==> config.mk <==
export PLATFORM = sky130hd
export DESIGN_NAME = ex_mdu_seq
export DESIGN_NICKNAME = d
export VERILOG_FILES = /design/src/rtl/ex_mdu_seq.sv
export SDC_FILE = /design/constraint.sdc
export NUM_CORES = 1
export LEC_CHECK = 0
export CORE_MARGIN = 1
export CORE_UTILIZATION = 35
export DETAILED_ROUTE_END_ITERATION = 8
export SYNTH_ARGS = -nofsm -noshare
export SYNTH_HDL_FRONTEND = slang
export SYNTH_SLANG_ARGS = --single-unit
export TNS_END_PERCENT = 20
==> constraint.sdc <==
create_clock -name clk -period 4.9 [get_ports clk]
set_clock_uncertainty 0.15 [all_clocks]
set_input_delay 0.98 -clock clk [delete_from_list [all_inputs] [get_ports clk]]
set_output_delay 0.98 -clock clk [all_outputs]
set_load 0.01 [all_outputs]
==> src/rtl/ex_mdu_seq.sv <==
// ex_mdu_seq: sequential RV32M multiply/divide unit.
// Multiply uses radix-2 shift-add on operand magnitudes with sign fix-up;
// divide uses restoring division on magnitudes.
// Build option: define MDU_DIV_EN to compile in the divide path. Without it,
// ops 4-7 complete in one cycle with a zero result and no divider exists.
module ex_mdu_seq #(
    parameter int DW = 32
) (
    input  logic          clk,
    input  logic          rst,
    input  logic          start_i,
    input  logic [2:0]    op_i,
    input  logic [DW-1:0] rs1_i,
    input  logic [DW-1:0] rs2_i,
    input  logic [4:0]    wd_i,
    input  logic          flush_i,
    output logic          busy_o,
    output logic          stall_o,
    output logic          done_o,
    output logic          wreg_o,
    output logic [4:0]    wd_o,
    output logic [DW-1:0] data_o
);

    typedef enum logic [1:0] {S_IDLE, S_CALC, S_FIX, S_DONE} state_t;

    state_t            state_reg;
    logic [5:0]        cnt_reg;
    logic [2:0]        op_reg;
    logic [4:0]        wd_reg;
    logic              neg_reg;      // product / quotient must be negated
    logic [2*DW-1:0]   acc_reg;      // {hi, lo}: product, or {remainder, quotient}
    logic [DW-1:0]     opb_reg;      // multiplicand / divisor magnitude
    logic [DW-1:0]     data_reg;
    logic [4:0]        wd_out_reg;

    // Operand signedness and magnitudes at accept time (RV32M rules).
    logic          rs1_signed, rs2_signed, a_neg, b_neg;
    logic [DW-1:0] a_mag, b_mag;
    always_comb begin
        rs1_signed = (op_i == 3'd1) || (op_i == 3'd2) || (op_i == 3'd4) || (op_i == 3'd6);
        rs2_signed = (op_i == 3'd1) || (op_i == 3'd4) || (op_i == 3'd6);
        a_neg      = rs1_signed & rs1_i[DW-1];
        b_neg      = rs2_signed & rs2_i[DW-1];
        a_mag      = a_neg ? (~rs1_i + 1'b1) : rs1_i;
        b_mag      = b_neg ? (~rs2_i + 1'b1) : rs2_i;
    end

    // One shift-add multiply step: add multiplicand into hi when lo[0] set, then shift right.
    logic [DW:0]     mul_sum;
    logic [2*DW-1:0] mul_next, prod_fix;
    logic [DW-1:0]   mul_res;
    always_comb begin
        mul_sum  = acc_reg[0] ? ({1'b0, acc_reg[2*DW-1:DW]} + {1'b0, opb_reg})
                              : {1'b0, acc_reg[2*DW-1:DW]};
        mul_next = {mul_sum, acc_reg[DW-1:1]};
        prod_fix = neg_reg ? (~acc_reg + 1'b1) : acc_reg;
        mul_res  = (op_reg[1:0] == 2'd0) ? prod_fix[DW-1:0] : prod_fix[2*DW-1:DW];
    end

`ifdef MDU_DIV_EN
    logic            rneg_reg;       // remainder must be negated (follows rs1 sign)
    logic [DW:0]     div_diff;
    logic [2*DW-1:0] div_next;
    logic [DW-1:0]   quo_fix, rem_fix, div_res;
    logic            div_ovf;
    // One restoring step: shift left, trial-subtract divisor from the partial remainder.
    always_comb begin
        div_diff = acc_reg[2*DW-1:DW-1] - {1'b0, opb_reg};
        div_next = div_diff[DW] ? {acc_reg[2*DW-2:0], 1'b0}
                                : {div_diff[DW-1:0], acc_reg[DW-2:0], 1'b1};
        quo_fix  = neg_reg  ? (~acc_reg[DW-1:0] + 1'b1) : acc_reg[DW-1:0];
        rem_fix  = rneg_reg ? (~acc_reg[2*DW-1:DW] + 1'b1) : acc_reg[2*DW-1:DW];
        div_res  = op_reg[1] ? rem_fix : quo_fix;
        div_ovf  = ~op_i[0] && (rs1_i == {1'b1, {(DW-1){1'b0}}}) && (rs2_i == {DW{1'b1}});
    end
`endif

    // Control FSM plus datapath registers; result registers are cleared outside DONE.
    always_ff @(posedge clk) begin
        if (rst) begin
            state_reg  <= S_IDLE;
            cnt_reg    <= '0;
            op_reg     <= '0;
            wd_reg     <= '0;
            neg_reg    <= 1'b0;
            acc_reg    <= '0;
            opb_reg    <= '0;
            data_reg   <= '0;
            wd_out_reg <= '0;
`ifdef MDU_DIV_EN
            rneg_reg   <= 1'b0;
`endif
        end else begin
            data_reg   <= '0;
            wd_out_reg <= '0;
            case (state_reg)
                S_IDLE: begin
                    if (start_i && !flush_i) begin
                        op_reg    <= op_i;
                        wd_reg    <= wd_i;
                        cnt_reg   <= '0;
                        neg_reg   <= a_neg ^ b_neg;
                        acc_reg   <= {{DW{1'b0}}, a_mag};
                        opb_reg   <= b_mag;
                        state_reg <= S_CALC;
`ifdef MDU_DIV_EN
                        rneg_reg  <= a_neg;
                        if (op_i[2]) begin
                            if (rs2_i == '0) begin
                                state_reg  <= S_DONE;
                                wd_out_reg <= wd_i;
                                data_reg   <= op_i[1] ? rs1_i : {DW{1'b1}};
                            end else if (div_ovf) begin
                                state_reg  <= S_DONE;
                                wd_out_reg <= wd_i;
                                data_reg   <= op_i[1] ? '0 : {1'b1, {(DW-1){1'b0}}};
                            end
                        end
`else
                        if (op_i[2]) begin
                            state_reg  <= S_DONE;
                            wd_out_reg <= wd_i;
                        end
`endif
                    end
                end
                S_CALC: begin
                    if (flush_i) begin
                        state_reg <= S_IDLE;
                    end else begin
`ifdef MDU_DIV_EN
                        acc_reg <= op_reg[2] ? div_next : mul_next;
`else
                        acc_reg <= mul_next;
`endif
                        cnt_reg <= cnt_reg + 6'd1;
                        if (cnt_reg == 6'd31) state_reg <= S_FIX;
                    end
                end
                S_FIX: begin
                    if (flush_i) begin
                        state_reg <= S_IDLE;
                    end else begin
`ifdef MDU_DIV_EN
                        data_reg <= op_reg[2] ? div_res : mul_res;
`else
                        data_reg <= mul_res;
`endif
                        wd_out_reg <= wd_reg;
                        state_reg  <= S_DONE;
                    end
                end
                default: state_reg <= S_IDLE;
            endcase
        end
    end

    // Status outputs decoded from the state register.
    always_comb begin
        busy_o  = (state_reg != S_IDLE);
        done_o  = (state_reg == S_DONE);
        wreg_o  = done_o;
        stall_o = (start_i && (state_reg == S_IDLE) && !flush_i) ||
                  (busy_o && (state_reg != S_DONE));
        wd_o    = wd_out_reg;
        data_o  = data_reg;
    end

endmodule

# == Word-level counts from Yosys, hierarchy flattened ==
# Cells that the tools add are included.
# Widths: inputs -> output; s select.
# op_classes
addsub,5
n_mul,0
div_mod_pow,0
magnitude_cmp,0
eq_ne,12
shift,0
n_mux,21
bitwise,7
reduce_logical,19
# op_table
operator,n
$mux 64,3
$pmux 64 s2,1
$mux 32,3
$add 32x1->32 const B,2
$add 64x1->64 const B,1
$not 32->32,2
$not 64->64,1
$add 32x32->33,1
$mux 33,1
$mux 5,3
$mux 6,2
$pmux 6 s2,1
$mux 2,5
$pmux 5 s2,1
$add 6x1->6 const B,1
$eq 3x3->1 const B,2
$eq 6x5->1 const B,1
$logic_or 1x1->1,6
$ne 2x2->1 const B,3
$pmux 2 s3,1
$eq 2x2->1 const B,2
$logic_and 1x1->1,4
$logic_not 2->1,2
$reduce_and 2->1,2
other kinds (11),13
# totals
regBits,149
latchBits,0
mem_bits_rw,0
rom_bits,0
input_bits,76
out_inout_bits,41
wordCells,73
mem_count,0

# == Depth between registers and ports, before layout ==
# logic_depth
ltp_word,8
mapped_depth,14
mapped_depth_nobuf,12

# == Worst setup path after synthesis ==
# OpenSTA, ideal clock, no wires.
# synth_path
path_type,reg-to-reg
startpoint,register acc_reg[0]
endpoint,register data_reg[30] (netlist: data_o[30])
setup_ps,103
arrival_ps,3225
required_ps,4647
path_slack_ps,1422
path_stages_with_launch,15
path_buffers,3
period_less_slack_ps,3478
path_cell_list,dfxtp_1 -> buf_2 -> inv_1 -> clkbuf_1 -> ha_1 -> nor3b_1 -> nand4b_1 -> or4_4 -> buf_6 -> nor2_4 -> nand2_2 -> or3_4 -> nand3_2 -> o31ai_1 -> a2111oi_2
# synth_via
elab_chain_len,4
# synth_lines
item,line_no,source
start: declaration,32,logic [2*DW-1:0] acc_reg;
start signal: assignment,104,"acc_reg <= {{DW{1'b0}}, a_mag};"
start signal: assignment,135,acc_reg <= mul_next;
$not 64->64,57,prod_fix = neg_reg ? (~acc_reg + 1'b1) : acc_reg;
$add 64x1->64,57,
$mux 64,57,
$mux 32,58,mul_res = (op_reg[1:0] == 2'd0) ? prod_fix[DW-1:0] : prod_fix[2*DW-1:DW];
end signal: assignment,148,data_reg <= mul_res;
end: declaration,34,logic [DW-1:0] data_reg;
# Every way passes these cells.
# A chain may end at the register's enable or synchronous reset.

# == Final worst setup path ==
# layout_path
startpoint,input start_i
endpoint,output stall_o
# layout_via
elab_chain_len,3
# layout_lines
item,line_no,source
start: declaration,11,"input logic start_i,"
$logic_and 1x1->1 (2 in a row),164,stall_o = (start_i && (state_reg == S_IDLE) && !flush_i) ||
$logic_or 1x1->1,164,
end: declaration,18,"output logic stall_o,"
# Every way passes these cells.

==> run_results.csv <==
group,metric,value,unit
power_and_ir_drop,power.internal,0.00279,W
clock_tree,clkSinkCount,149,
die,effective_utilization_at_floorplan,35.9,%
placement,half_perimeter_wire_length_after_placement,23600,um
sta,fmax,249,MHz
die,chipWidth,171,um
sta,tightestPinTransition,1.05,ns
final_layout,layout.nets,1478,
logic_synthesis,synth_async_sr_flop_share,0,%
logic_synthesis,synthDistinctLibCells,71,
grt,grt_usage,21.6,%
worst_setup_path,cp.required,3.77,ns
worst_setup_path,kind_of_start_point_of_the_critical_path,"primary input",
logic_synthesis,synth-seq-cells,149,
power_and_ir_drop,power_frac_clock,30.0,%
die,die_height,171,um
worst_setup_path,endpoint_kind,"output port",
power_and_ir_drop,seqPwrFrac,32.7,%
hold_path,hold_path.startpoint,"wd_reg[1]",
run_status,status,"finished, final reports clean",
final_layout,final_layout_size_suffix_gt1_share,5.46,%
clock_tree,ctsHoldBuffers,0,
clock_tree,h-tree-depth,4,
final_layout,area_growth,20.0,%
clock_tree,root_buffer_master,"sky130_fd_sc_hd__clkbuf_16",
clock_tree,cts_setup_buffers,0,
final_layout,stdcell_area,12100,um2
placement,numPlacedInstances,1720,
final_layout,count_of_inserted_antenna_diode_cells,0,
sta,finalCriticalPeriod,4.01,ns
grt,globalRoute.totalOverflow,0,
detailed_routing,drt_drc_violations_left,0,
logic_synthesis,netlist.top_cell.by_area,"sky130_fd_sc_hd__dfxtp_1",
logic_synthesis,yosysSeqAreaShare,29.7,%
die,std_cell_rows,61,
detailed_routing,avgViaCountPerCell,5.64,
grt,antenna_violations_before_repair,0,
worst_setup_path,cp_data_arrival_time,2.88,ns
sta,fin_tns_setup,0,ns
grt,first_global_vias,9101,
logic_synthesis,main_synth_ff_type,"sky130_fd_sc_hd__dfxtp_1",
die,top_level_ports,117,
detailed_routing,route.antenna.remaining_nets,0,
detailed_routing,detailroute.via_count,9878,
worst_setup_path,reg2reg_setup_slack,1.04,ns
clock_tree,cts_inserted_buffers,17,
power_and_ir_drop,irDropWorstVdd,0.000242,V
run,max_cap_violations,0,
sta,slew_headroom,30.1,%
final_layout,number_of_flip_flops_in_the_largest_register,64,
clock_tree,cts_tree,"built",
die,fp.coreArea,28000,um2
detailed_routing,drt-wirelength-per-cell,17.9,um
worst_setup_path,rr_startpoint,"acc_reg[41]",
worst_setup_path,path_class,"primary input to output port",
final_layout,final_core_utilization,43.1,%
power_and_ir_drop,power-per-cell-area,374,nW/um2
hold_path,min_delay_path_depth,2,
power_and_ir_drop,swShare,38.1,%
hold_path,hold_class,"register to register",
clock_tree,clockBufferDepth,2,
grt,grt_pass1_wl,49900,um
logic_synthesis,synth_edf_count,0,
power_and_ir_drop,finalPower,0.00451,W
power_and_ir_drop,pwr-share-comb,37.3,%
worst_setup_path,cp_max_fo,13,
sta,layout_worst_path_cycle_share,81.9,%
clock_tree,clk_transition_reported_paths,0.07,ns
placement,buffers_on_ports,116,
logic_synthesis,synthTopCellsByArea,"sky130_fd_sc_hd__dfxtp_1 (30%), sky130_fd_sc_hd__xnor2_1 (6.4%), sky130_fd_sc_hd__nor2_1 (6.1%)",
logic_synthesis,synth_top_area_share,29.7,%
worst_setup_path,worstReg2RegEnd,"acc_reg[62]",
clock_tree,postCtsResizedCells,0,
worst_setup_path,worst_r2r_path_cells,10,
clock_tree,clock_latency,0.43,ns
placement,detailed_place.area,11500,um2
detailed_routing,dr_iter_0_viols,958,
die,die_area,29400,um2
power_and_ir_drop,switching_power,0.00172,W
sta,unrepaired_setup_endpoints_after_global_routing,"false",
final_layout,final-instance-count-excl-fill,1751,
sta,timing_hold_violations_final,0,
sta,timing.final.setup_violations,0,
grt,largest_net_degree_at_the_start_of_global_routing,73,
logic_synthesis,synth-warning-count,0,
sta,final-max-slew-violation-count,0,
placement,gp_congestion,0.917,
power_and_ir_drop,power_leakage,4.39,nW
logic_synthesis,synth_area_per_cell,7.74,um2
detailed_routing,drtPass1Iterations,7,
detailed_routing,wirelength,31300,um
hold_path,hold_path_end,"wd_reg[1]",
logic_synthesis,synth_fp_nets,1416,
logic_synthesis,syn_inst,1299,
logic_synthesis,netlist_area,10100,um2
-- per-stage QoR --
step	setup slack, ns	hold slack, ns
3_3_place_gp	0.701	0.293
5_1_grt	0.756	0.330
4_1_cts	0.865	0.311
2_1_floorplan	1.42	0.286
6_report	0.885	0.311
3_5_place_dp	0.588	0.300
-- how the worst max path moves through the flow --
stage	start	end	slack (ns)	cells past startpoint
after detailed placement	rs1_i[3]	acc_reg[28]	0.59	9
after CTS	start_i	stall_o	0.86	5
final	start_i	stall_o	0.89	5
after global routing	rs1_i[3]	acc_reg[28]	0.76	9
after floorplan	acc_reg[0]	data_o[30]	1.42	14
after global placement	rs1_i[3]	acc_reg[28]	0.70	9
-- cell usage in the layout (no fill, tap or decap), drive strengths merged, types with 20 or more instances in the layout --
cell type,count
o31ai,21
nor2,165
inv,26
xor2,65
a21oi,105
clkdlybuf4s50,115
clkbuf,20
ha,40
a222oi,34
o41ai,20
o21ai,73
a211oi,44
nand2,134
dfxtp,149
or3,32
xnor2,74
-- worst max-delay path, stage by stage --
cell and delay [ns]:
sky130_fd_sc_hd__clkdlybuf4s50_1 0.48, sky130_fd_sc_hd__inv_1 0.09, sky130_fd_sc_hd__or3_1 0.60, sky130_fd_sc_hd__nand2b_1 0.16, sky130_fd_sc_hd__clkdlybuf4s50_1 0.57
-- synthesized netlist by cell type (all sizes together), types with 3 or more instances --
| library cell | instances |
|---|---|
| or3 | 32 |
| a211oi | 44 |
| o21ai | 73 |
| a21oi | 105 |
| o21bai | 6 |
| nand2 | 134 |
| o31ai | 21 |
| inv | 24 |
| o22ai | 5 |
| a21boi | 3 |
| nor3 | 15 |
| a21o | 18 |
| nand3b | 3 |
| or4 | 17 |
| a311oi | 6 |
| nand4 | 9 |
| nand2b | 7 |
| o41ai | 20 |
| nor2b | 7 |
| a22oi | 9 |
| ha | 40 |
| and2 | 4 |
| and3 | 6 |
| or2 | 11 |
| mux2i | 11 |
| dfxtp | 149 |
| nor4 | 17 |
| nor2 | 165 |
| o211ai | 9 |
| a31oi | 12 |
| a32oi | 6 |
| a222oi | 34 |
| o311ai | 4 |
| nand3 | 18 |
| xnor2 | 74 |
| buf | 11 |
| clkbuf | 78 |
| xor2 | 65 |
-- power by group through the flow --
| stage | sequential (W) | combinational [W] | clock [W] |
|---|---|---|---|
| 5_1_grt | 0.00149 | 0.00185 | 0.00142 |
| 4_1_cts | 0.00147 | 0.00166 | 0.00137 |
| 2_1_floorplan | 0.00143 | 0.00122 | 0 |
| 3_5_place_dp | 0.00150 | 0.00166 | 0 |
| 6_report | 0.00148 | 0.00168 | 0.00135 |
| 3_3_place_gp | 0.00150 | 0.00165 | 0 |
-- routing by layer --
layer / up-vias / wire (um) / global-route usage [%]
met1: 4681 / 15500 / 30.9
li1: 4885 / - / -
met2: 290 / 13900 / 34.1
met5: - / 0 / 0
met3: 22 / 1520 / 2.46
met4: 0 / 344 / 5.75
-- cells by family (layout without fill, tap and decap cells) --
family	after synthesis	count (layout)	share of synthesized area (%)
simple gates	453	453	21.2
compound gates	393	393	26.4
flops	149	149	29.7
xor+xnor	139	139	12.1
buf+inv	113	187	4.39
fa+ha+maj	41	41	5.18
mux	11	11	1.10
-- layout make-up --
class | instances | area (um2)
Fill cell | 2907 | 15900
Multi-Input combinational cell | 1037 | 6640
Sequential cell | 149 | 2980
Timing Repair Buffer | 132 | 1280
Tap cell | 378 | 473
Clock buffer | 20 | 447
Clock inverter | 11 | 151
Inverter | 24 | 90.1
Power figures use the tool's default switching activity.
